[src/rtl/key_pkg.sv]
// key_pkg: shared state encoding, key channel indices and default timing
// constants for the key_conditioner push-button front-end.
package key_pkg;

    localparam logic [1:0] ST_IDLE    = 2'd0;
    localparam logic [1:0] ST_DEB_ON  = 2'd1;
    localparam logic [1:0] ST_HELD    = 2'd2;
    localparam logic [1:0] ST_DEB_OFF = 2'd3;

    typedef enum logic [1:0] {
        IDLE    = ST_IDLE,
        DEB_ON  = ST_DEB_ON,
        HELD    = ST_HELD,
        DEB_OFF = ST_DEB_OFF
    } key_state_t;

    localparam int KEY_UP    = 0;
    localparam int KEY_DOWN  = 1;
    localparam int KEY_ALARM = 2;

    localparam int DEF_NUM_KEYS     = 3;
    localparam int DEF_SYNC_STAGES  = 2;
    localparam int DEF_DEBOUNCE_CYC = 50000;
    localparam int DEF_REPEAT_DELAY = 5000000;
    localparam int DEF_REPEAT_RATE  = 1000000;

endpackage

[src/rtl/key_conditioner_if.sv]
// key_conditioner_if: raw key inputs and conditioned per-key outputs.
// slave = the conditioner, master = whoever drives the keys and consumes steps.
interface key_conditioner_if #(
    parameter int NUM_KEYS = 3
);
    logic [NUM_KEYS-1:0] key_raw;
    logic [NUM_KEYS-1:0] key_level;
    logic [NUM_KEYS-1:0] key_step;
    logic [NUM_KEYS-1:0] key_rel;
    logic                key_any;

    modport master (
        output key_raw,
        input  key_level,
        input  key_step,
        input  key_rel,
        input  key_any
    );

    modport slave (
        input  key_raw,
        output key_level,
        output key_step,
        output key_rel,
        output key_any
    );
endinterface

[src/rtl/key_channel.sv]
// key_channel: synchronizer, debounce FSM and auto-repeat timer for one key.
// Macro AUTO_REPEAT_EN builds the repeat timer; without it a held key
// produces exactly one step per accepted press.
//
// state   | meaning
// IDLE    | key released, waiting for synchronized press
// DEB_ON  | press seen, counting stable-high cycles
// HELD    | press accepted, level high, repeat timer running
// DEB_OFF | release seen, counting stable-low cycles, level still high
module key_channel
    import key_pkg::*;
#(
    parameter int SYNC_STAGES  = DEF_SYNC_STAGES,
    parameter int DEBOUNCE_CYC = DEF_DEBOUNCE_CYC,
    parameter int REPEAT_DELAY = DEF_REPEAT_DELAY,
    parameter int REPEAT_RATE  = DEF_REPEAT_RATE
) (
    input  logic clk,
    input  logic rst,
    input  logic i_key_raw,
    output logic o_key_level,
    output logic o_key_step,
    output logic o_key_rel
);
    localparam int CNT_W = $clog2(DEBOUNCE_CYC);
    localparam logic [CNT_W-1:0] CNT_LAST = CNT_W'(DEBOUNCE_CYC - 1);

    logic [SYNC_STAGES-1:0] r_sync;
    logic                   w_s;
    key_state_t             r_state;
    logic [CNT_W-1:0]       r_cnt;
    logic                   r_level;
    logic                   r_press;
    logic                   r_rel;
    logic                   w_rep_step;

    assign w_s = r_sync[SYNC_STAGES-1];

    // Shift the asynchronous key through the synchronizer chain.
    always_ff @(posedge clk) begin
        if (rst) r_sync <= '0;
        else     r_sync <= {r_sync[SYNC_STAGES-2:0], i_key_raw};
    end

    // Debounce FSM: a level change is accepted only after DEBOUNCE_CYC stable samples.
    always_ff @(posedge clk) begin
        if (rst) begin
            r_state <= IDLE;
            r_cnt   <= '0;
            r_level <= 1'b0;
            r_press <= 1'b0;
            r_rel   <= 1'b0;
        end else begin
            r_press <= 1'b0;
            r_rel   <= 1'b0;
            case (r_state)
                IDLE: begin
                    if (w_s) begin
                        r_state <= DEB_ON;
                        r_cnt   <= CNT_W'(1);
                    end
                end
                DEB_ON: begin
                    if (!w_s) begin
                        r_state <= IDLE;
                        r_cnt   <= '0;
                    end else if (r_cnt == CNT_LAST) begin
                        r_state <= HELD;
                        r_cnt   <= '0;
                        r_level <= 1'b1;
                        r_press <= 1'b1;
                    end else begin
                        r_cnt <= r_cnt + CNT_W'(1);
                    end
                end
                HELD: begin
                    if (!w_s) begin
                        r_state <= DEB_OFF;
                        r_cnt   <= CNT_W'(1);
                    end
                end
                DEB_OFF: begin
                    if (w_s) begin
                        r_state <= HELD;
                        r_cnt   <= '0;
                    end else if (r_cnt == CNT_LAST) begin
                        r_state <= IDLE;
                        r_cnt   <= '0;
                        r_level <= 1'b0;
                        r_rel   <= 1'b1;
                    end else begin
                        r_cnt <= r_cnt + CNT_W'(1);
                    end
                end
                default: begin
                    r_state <= IDLE;
                    r_cnt   <= '0;
                    r_level <= 1'b0;
                end
            endcase
        end
    end

`ifdef AUTO_REPEAT_EN
    localparam int REP_WD = $clog2(REPEAT_DELAY);
    localparam int REP_WR = $clog2(REPEAT_RATE);
    localparam int REP_WM = (REP_WD > REP_WR) ? REP_WD : REP_WR;
    localparam int REP_W  = (REP_WM > 0) ? REP_WM : 1;
    localparam logic [REP_W-1:0] REP_DELAY_LAST = REP_W'(REPEAT_DELAY - 1);
    localparam logic [REP_W-1:0] REP_RATE_LAST  = REP_W'(REPEAT_RATE - 1);
    localparam logic [REP_W-1:0] REP_MAX        = '1;

    logic [REP_W-1:0] r_rep_cnt;
    logic             r_repeating;
    logic             r_rep_step;
    logic             w_accept_on;
    logic             w_accept_off;
    logic             w_rep_run;

    assign w_accept_on  = (r_state == DEB_ON) && w_s && (r_cnt == CNT_LAST);
    assign w_accept_off = (r_state == DEB_OFF) && !w_s && (r_cnt == CNT_LAST);
    // The timer only advances on samples where the key reads pressed, so a
    // short bounce during a hold pushes the cadence back by its own length.
    assign w_rep_run    = ((r_state == HELD) || (r_state == DEB_OFF)) && w_s;

    // Auto-repeat timer: first step after REPEAT_DELAY, then every REPEAT_RATE.
    always_ff @(posedge clk) begin
        if (rst) begin
            r_rep_cnt   <= '0;
            r_repeating <= 1'b0;
            r_rep_step  <= 1'b0;
        end else begin
            r_rep_step <= 1'b0;
            if (w_accept_on) begin
                r_rep_cnt   <= '0;
                r_repeating <= 1'b0;
            end else if (w_accept_off) begin
                r_repeating <= 1'b0;
            end else if (w_rep_run) begin
                if (!r_repeating && (r_rep_cnt == REP_DELAY_LAST)) begin
                    r_rep_step  <= 1'b1;
                    r_rep_cnt   <= '0;
                    r_repeating <= 1'b1;
                end else if (r_repeating && (r_rep_cnt == REP_RATE_LAST)) begin
                    r_rep_step <= 1'b1;
                    r_rep_cnt  <= '0;
                end else if (r_rep_cnt != REP_MAX) begin
                    r_rep_cnt <= r_rep_cnt + REP_W'(1);
                end
            end
        end
    end

    assign w_rep_step = r_rep_step;
`else
    logic w_unused_rep_cfg;
    assign w_unused_rep_cfg = (REPEAT_DELAY > 0) ^ (REPEAT_RATE > 0);
    assign w_rep_step       = 1'b0;
`endif

    // Press and repeat pulses come from disjoint states, so the OR never merges two events.
    assign o_key_step  = r_press | w_rep_step;
    assign o_key_level = r_level;
    assign o_key_rel   = r_rel;

endmodule

[src/rtl/key_conditioner.sv]
// key_conditioner: debounced level, press/repeat step and release pulses for
// the clock/alarm panel keys. One key_channel per key; key_any ORs the levels.
// Macro AUTO_REPEAT_EN enables auto-repeat steps while a key is held.
module key_conditioner
    import key_pkg::*;
#(
    parameter int NUM_KEYS     = DEF_NUM_KEYS,
    parameter int SYNC_STAGES  = DEF_SYNC_STAGES,
    parameter int DEBOUNCE_CYC = DEF_DEBOUNCE_CYC,
    parameter int REPEAT_DELAY = DEF_REPEAT_DELAY,
    parameter int REPEAT_RATE  = DEF_REPEAT_RATE
) (
    input  logic               clk,
    input  logic               rst,
    key_conditioner_if.slave   kif
);
    logic [NUM_KEYS-1:0] w_level;
    logic [NUM_KEYS-1:0] w_step;
    logic [NUM_KEYS-1:0] w_rel;

    for (genvar g = 0; g < NUM_KEYS; g++) begin : g_ch
        key_channel #(
            .SYNC_STAGES  (SYNC_STAGES),
            .DEBOUNCE_CYC (DEBOUNCE_CYC),
            .REPEAT_DELAY (REPEAT_DELAY),
            .REPEAT_RATE  (REPEAT_RATE)
        ) u_ch (
            .clk         (clk),
            .rst         (rst),
            .i_key_raw   (kif.key_raw[g]),
            .o_key_level (w_level[g]),
            .o_key_step  (w_step[g]),
            .o_key_rel   (w_rel[g])
        );
    end

    assign kif.key_level = w_level;
    assign kif.key_step  = w_step;
    assign kif.key_rel   = w_rel;
    assign kif.key_any   = |w_level;

endmodule

[src/flat_wrapper.sv]
// flat-port wrapper written by rule: the top's interface ports become plain ports
module key_conditioner_flat import key_pkg::*;
#(
    parameter int NUM_KEYS     = DEF_NUM_KEYS,
    parameter int SYNC_STAGES  = DEF_SYNC_STAGES,
    parameter int DEBOUNCE_CYC = DEF_DEBOUNCE_CYC,
    parameter int REPEAT_DELAY = DEF_REPEAT_DELAY,
    parameter int REPEAT_RATE  = DEF_REPEAT_RATE
)
  (clk, rst, kif_key_raw, kif_key_level, kif_key_step, kif_key_rel, kif_key_any);
  key_conditioner_if #(.NUM_KEYS(NUM_KEYS)) kif_i ();
  input  logic clk;
  input  logic rst;
  input wire logic [$bits(kif_i.key_raw)-1:0] kif_key_raw;
  output wire logic [$bits(kif_i.key_level)-1:0] kif_key_level;
  output wire logic [$bits(kif_i.key_step)-1:0] kif_key_step;
  output wire logic [$bits(kif_i.key_rel)-1:0] kif_key_rel;
  output wire logic [$bits(kif_i.key_any)-1:0] kif_key_any;
  assign kif_i.key_raw = kif_key_raw;
  assign kif_key_level = kif_i.key_level;
  assign kif_key_step = kif_i.key_step;
  assign kif_key_rel = kif_i.key_rel;
  assign kif_key_any = kif_i.key_any;
  key_conditioner #(.NUM_KEYS(NUM_KEYS), .SYNC_STAGES(SYNC_STAGES), .DEBOUNCE_CYC(DEBOUNCE_CYC), .REPEAT_DELAY(REPEAT_DELAY), .REPEAT_RATE(REPEAT_RATE)) u_core (.clk(clk), .rst(rst), .kif(kif_i));
endmodule
[config.mk]
export PLATFORM = sky130hd
export DESIGN_NAME = key_conditioner_flat
export DESIGN_NICKNAME = d
export VERILOG_FILES = /design/src/rtl/key_pkg.sv /design/src/rtl/key_conditioner_if.sv /design/src/rtl/key_channel.sv /design/src/rtl/key_conditioner.sv /design/src/flat_wrapper.sv
export SDC_FILE = /design/constraint.sdc
export NUM_CORES = 1
export LEC_CHECK = 0
export CAP_MARGIN = 10
export CORE_UTILIZATION = 60
export DETAILED_ROUTE_END_ITERATION = 7
export MAX_ROUTING_LAYER = met4
export PLACE_DENSITY = 0.82
export SLEW_MARGIN = 20
export SYNTH_ARGS = -nofsm -noshare
export SYNTH_HDL_FRONTEND = slang
export SYNTH_SLANG_ARGS = --single-unit
[constraint.sdc]
create_clock -name clk -period 4.5 [get_ports clk]
set_clock_uncertainty 0.2 [all_clocks]
set_input_delay 0.9 -clock clk [delete_from_list [all_inputs] [get_ports clk]]
set_output_delay 0.9 -clock clk [all_outputs]
set_load 0.02 [all_outputs]
==> metrics, run 1 <==
status complete, no violations; area of the multi-input gates 1750 um^2; max_slew headroom 39.5%; number of synthesized flops with an enable pin 0; clock power share 44.3%; Final TNS setup 0 ns; Final Cell Area 3630 um^2; clk root buf clkbuf_8; Rows 26; CP endpoint kind flip-flop; Final Cycle Share 60.9%; Hold WC Path Type reg2reg; MaxCap Viol Count 0; largest area contributor in the netlist dfxtp_1; RSZ-0062 raised after global routing no; hpwl dp 4530 um; Net Sw Frac 22.2%; sequential share of power 51.2%; top cell type's share of synthesized area 41.3%; final slew viol count 0; mean area per synthesized cell 8.40 um^2; r2r worst-path depth 5; CTS H-tree lvls 3; synthesized instance count 398; die width 76.6 um; total design power 0.00123 W; r2r startpoint u_core.g_ch[0].u_ch.r_sync[1]; iteration-0 DRC count of the detailed router 218; via count 2933; vias in the first global route 2645; CP Launch Type input port; top_reg_cell synth dfxtp_1; Sink Count 69; Die Area 5870 um^2; synth warn 0; Pint 0.000955 W; GR Overflow Total 0; CTS Buf Count 9; final core occ 69.4%; # diodes 0; largest net degree at the start of global routing 39; final setup vio count 0; FF+latch area 1380 um^2; synth top area cells dfxtp_1, nand2_1, a21oi_1; post-CTS resize count 0; Final Hold Viols 0; Initial Util 63.8%; r2r setup slk 1.78 ns; Final #Nets 406; Worst Path Max Fanout 15; synth unique cells 56; placed inst area 3420 um^2; initial antenna violation count 0; Placed Cells 457; Synth Register Bits 69; worst vdd ir 0.000235 V; Post-synth ARST share 0%; sequential-to-total area share from yosys stat 41.3%; GP Congestion 0.928; area grow syn2layout 8.68%; fmax 365 MHz; CP Launch Point rst; Syn Nets 406; minimum clock period 2.74 ns; R2R Path End u_core.g_ch[0].u_ch.r_cnt[5]; CTS tree done; Power Dens Cells 338 nW/um^2; core box area 5240 um^2; WP data required 4.56 ns; Clock Latency Late Sink 0.34 ns; WL/cell 14.6 um; vias per std cell 6.20; io pins 15; combinational power share 4.5%; layout cells sized above 1 7.94%; Worst-path clk slew 0.07 ns; All-Layer GR Usage 25.4%; # DRC 0; Synth Cell Area 3340 um^2; Die Ht 76.6 um; WS Path Type in2reg; sw power 0.000272 W; I/O Buffers 14; Antenna Nets Post-Route 0; count of hold-fix buffers inserted at cts 0; # Post-CTS Setup Buffers 0; Worst Tran Pin Value 0.905 ns; Critical Path AT 2.80 ns; leakage power 1.21 nW; crit path to u_core.g_ch[0].u_ch.r_cnt[5]; Total Wirelength 6910 um; clk buf depth 2; Fill cells 427; global-route wire length before repair 11600 um; Non-Filler Instances 473; DR pass1 iterations 7
Yosys cell counts (all sizes together), types with 9 or more instances:
master and count:
clkbuf 11, nor4 9, dfxtp 69, buf 18, o21ai 15, a31oi 23, nand2 42, a21oi 30
nor2 30, nor3 14, nand4 12, nand3 28
registers in the layout, indices dropped and copies added, names as in the netlist, named ones only:
register / cells
u_core.g_ch.u_ch.r_cnt: 48
u_core.g_ch.u_ch.o_key_level: 3
u_core.g_ch.u_ch.r_sync: 6
u_core.g_ch.u_ch.r_state: 3
u_core.g_ch.u_ch.o_key_rel: 3
u_core.g_ch.u_ch.o_key_step: 3
metal layers:
metal	global-route usage, %	up-vias	share of wire (%)
met5	-	-	0
met4	13.8	0	2.6
met3	6.35	16	4.1
met2	38.1	87	46
met1	31.3	1369	47
li1	-	1461	-
worst max-delay path, stage by stage:
cell             delay, ns
clkdlybuf4s50_1       0.42
nand3b_1              0.28
nor2_1                0.77
o21ai_0               0.21
a31oi_1               0.22
logic make-up (layout without fill, tap and decap cells):
| logic type | count (synthesis) | in the layout | synth area share [%] |
|---|---|---|---|
| mux | 7 | 7 | 2.10 |
| compound gates | 96 | 96 | 18.0 |
| buf+inv | 37 | 42 | 6.51 |
| xor+xnor | 6 | 6 | 1.57 |
| fa+ha+maj | 3 | 3 | 1.12 |
| simple gates | 180 | 180 | 29.4 |
| flops | 69 | 69 | 41.3 |
through the flow:
step,hold slack [ns],setup WS (ns)
floorplan,0.214,2.32
global route,0.257,1.60
CTS,0.253,1.78
detailed placement,0.235,1.45
finish,0.247,1.76
global placement,0.219,1.60
final cells by class:
class	instances	area share [%]
Clock buffer	10	3.51
Clock inverter	6	2.41
Inverter	8	0.826
Multi-Input combinational cell	292	48.1
Sequential cell	69	38.0
Tap cell	70	2.41
Timing Repair Buffer	18	4.68
placed cells by master (no fill, tap or decap), types with 8 or more instances in the layout:
master	Yosys	routed
dfxtp_1	69	69
nand2_1	42	42
a21oi_1	30	30
nor2_1	30	30
nand3_1	28	28
a31oi_1	23	23
o21ai_0	15	15
clkdlybuf4s50_1	0	14
nand4_1	12	12
nor3_1	13	12
clkbuf_8	2	9
inv_1	8	8
how the worst min path moves through the flow:
stage                                   from                       endpoint  cells after the start
2_1_floorplan  u_core.g_ch[0].u_ch.r_sync[0]  u_core.g_ch[0].u_ch.r_sync[1]                      1
3_3_place_gp   u_core.g_ch[0].u_ch.r_sync[0]  u_core.g_ch[0].u_ch.r_sync[1]                      1
3_5_place_dp   u_core.g_ch[0].u_ch.r_sync[0]  u_core.g_ch[0].u_ch.r_sync[1]                      1
4_1_cts        u_core.g_ch[0].u_ch.r_sync[0]  u_core.g_ch[0].u_ch.r_sync[1]                      1
5_1_grt        u_core.g_ch[0].u_ch.r_sync[0]  u_core.g_ch[0].u_ch.r_sync[1]                      1
6_report       u_core.g_ch[1].u_ch.r_sync[0]  u_core.g_ch[1].u_ch.r_sync[1]                      1
power groups by stage:
stage	clock, W	combinational, W	sequential, W
final	0.000544	0.0000555	0.000628
after global routing	0.000579	0.0000604	0.000629
after CTS	0.000551	0.0000558	0.000627
after detailed placement	0	0.0000554	0.000642
after global placement	0	0.0000531	0.000641
after floorplan	0	0.0000420	0.000638
(Power assumes the default switching activity.)
==> inputs of run 2 (changes only) <==
clock period = 2.75 ns   (was 4.5 ns; I/O delays follow)
==> run 2 against run 1 <==
Compared with the run above:
- routed wire length shrank 0.85%
- count of clock-buffer cells in the layout grew 1
- sequential power grew 64%
- sequential share of layout area shrank 0.53 points
- register-to-register slack lost 1.4 ns
- first-iteration DRC count grew 36%
- power grew 65%
- non-clock buffer count grew 7
- via count grew 1.9%
- sequential cell count is the same
- cell count grew 1.3%
- global-route usage shrank 0.52 points
==> metrics, run 2 (same netlist as run 1, synthesis figures left out) <==
status complete, no violations; Final #Nets 413; Worst Tran Pin Value 0.707 ns; Clock Latency Late Sink 0.34 ns; Regs by FF count u_core.g_ch.u_ch.r_cnt (48), u_core.g_ch.u_ch.r_sync (6); Worst-path clk slew 0.07 ns; Final Cycle Share 86.5%; r2r startpoint u_core.g_ch[1].u_ch.r_cnt[4]; Critical Path AT 2.42 ns; Net Sw Frac 21.8%; CTS Buf Count 9; Power Dens Cells 550 nW/um^2; Final TNS setup 0 ns; # DRC 0; CP Launch Point u_core.g_ch[1].u_ch.r_cnt[4]; CTS tree done; sequential share of power 50.7%; crit path to u_core.g_ch[1].u_ch.r_cnt[13]; clock power share 44.6%; Die Area 5870 um^2; R2R Path End u_core.g_ch[1].u_ch.r_cnt[13]; final core occ 70.4%; GRT busiest layer met2; area grow syn2layout 10.2%; Fill cells 429; r2r worst-path depth 6; GR Util met1 30.8%; WP data required 2.79 ns; combinational power share 4.7%; All-Layer GR Usage 24.9%; max_slew headroom 52.5%; WL/cell 14.3 um; # diodes 0; GR Overflow Total 0; met3 global-route usage 4.07%; global-route wire length before repair 11400 um; max reg flops 48; layout cells sized above 1 9.29%; Antenna Nets Post-Route 0; Total Wirelength 6850 um; met2 Use GR 38.6%; leakage power 1.25 nW; Place WS 0.261 ns; fin worst setup slack 0.372 ns; Sink Count 69; Die Ht 76.6 um; clk root buf clkbuf_8; post-CTS resize count 0; Crit-path slowest cell or4b_1; MaxCap Viol Count 0; I/O Buffers 14; Rows 26; final slew viol count 0; vias in the first global route 2582; CP Cell Sequence or4b_1, nor4_4, buf_4, or3_1, nor2_1, o22a_1; vias per std cell 6.24; Largest Register u_core.g_ch.u_ch.r_cnt; placed inst area 3470 um^2; fmax 421 MHz; commonest non-fill, non-tap cell in the layout dfxtp_1; sw power 0.000442 W; io pins 15; Hold WC Path Type reg2reg; Final Cell Area 3680 um^2; via count 2990; WS Path Type reg2reg; RSZ-0062 raised after global routing no; final setup vio count 0; r2r setup slk 0.37 ns; largest net degree at the start of global routing 24; DR pass1 iterations 5; iteration-0 DRC count of the detailed router 297; initial antenna violation count 0; minimum clock period 2.38 ns; Final Hold Viols 0; GP Congestion 0.848; slowest stage delay, CP 0.58 ns; worst vdd ir 0.000377 V; # Post-CTS Setup Buffers 0; Initial Util 63.8%; Worst Path Max Fanout 7; Pint 0.00159 W; CTS H-tree lvls 3; CP endpoint kind flip-flop; count of hold-fix buffers inserted at cts 0; hpwl dp 4650 um; most frequent cells in the layout dfxtp_1, nand2_1, a21oi_1, nor2_1, nand3_1; clk buf depth 2; core box area 5240 um^2; die width 76.6 um; CP Launch Type flip-flop
## run 2: worst min-delay path by stage
| stage | end | start | slack, ns | depth (start not counted) |
|---|---|---|---|---|
| 2_1_floorplan | u_core.g_ch[0].u_ch.r_sync[1] | u_core.g_ch[0].u_ch.r_sync[0] | 0.21 | 1 |
| 3_3_place_gp | u_core.g_ch[2].u_ch.r_sync[1] | u_core.g_ch[2].u_ch.r_sync[0] | 0.22 | 1 |
| 3_5_place_dp | u_core.g_ch[1].u_ch.r_sync[1] | u_core.g_ch[1].u_ch.r_sync[0] | 0.24 | 1 |
| 4_1_cts | u_core.g_ch[0].u_ch.r_cnt[15] | u_core.g_ch[0].u_ch.r_cnt[15] | 0.25 | 1 |
| 5_1_grt | u_core.g_ch[2].u_ch.r_sync[1] | u_core.g_ch[2].u_ch.r_sync[0] | 0.26 | 1 |
| 6_report | u_core.g_ch[2].u_ch.r_sync[1] | u_core.g_ch[2].u_ch.r_sync[0] | 0.25 | 1 |
## run 2: metal layers
| layer | vias up | share of wire [%] |
|---|---|---|
| met4 | 0 | 2.2 |
| met3 | 15 | 4.8 |
| met1 | 1400 | 46 |
| met5 | - | 0 |
| li1 | 1472 | - |
| met2 | 103 | 47 |
## run 2: worst max-delay path: cells and delay by family, from the launching register on
kind / cells / cell delay, ns
compound gates: 1 / 0.20
buf+inv: 1 / 0.20
flops: 1 / 0.35
simple gates: 4 / 1.33
## run 2: stage by stage
step                hold slack [ns]  std cells  total power (W)
floorplan                     0.214        398          0.00111
global placement              0.216        464          0.00114
detailed placement            0.236        464          0.00114
CTS                           0.249        479          0.00204
global route                  0.261        479          0.00208
finish                        0.248        479          0.00203
## run 2: power by group through the flow
stage / Clock [W] / Combinational (W) / Sequential [W]
after detailed placement: 0 / 0.0000950 / 0.00105
after global routing: 0.000951 / 0.000105 / 0.00103
after floorplan: 0 / 0.0000687 / 0.00104
final: 0.000904 / 0.0000960 / 0.00103
after global placement: 0 / 0.0000920 / 0.00105
after CTS: 0.000918 / 0.0000960 / 0.00103
## run 2: cell type report
cell class / instances / area [um^2] / share of cell area, %
inverters: 8 / 30.0 / 0.815
flip-flops and latches: 69 / 1380 / 37.5
clock inverters: 4 / 72.6 / 1.97
clock buffers: 11 / 141 / 3.84
multi-input cells: 292 / 1750 / 47.5
well taps: 70 / 87.6 / 2.38
repair buffers: 25 / 223 / 6.04
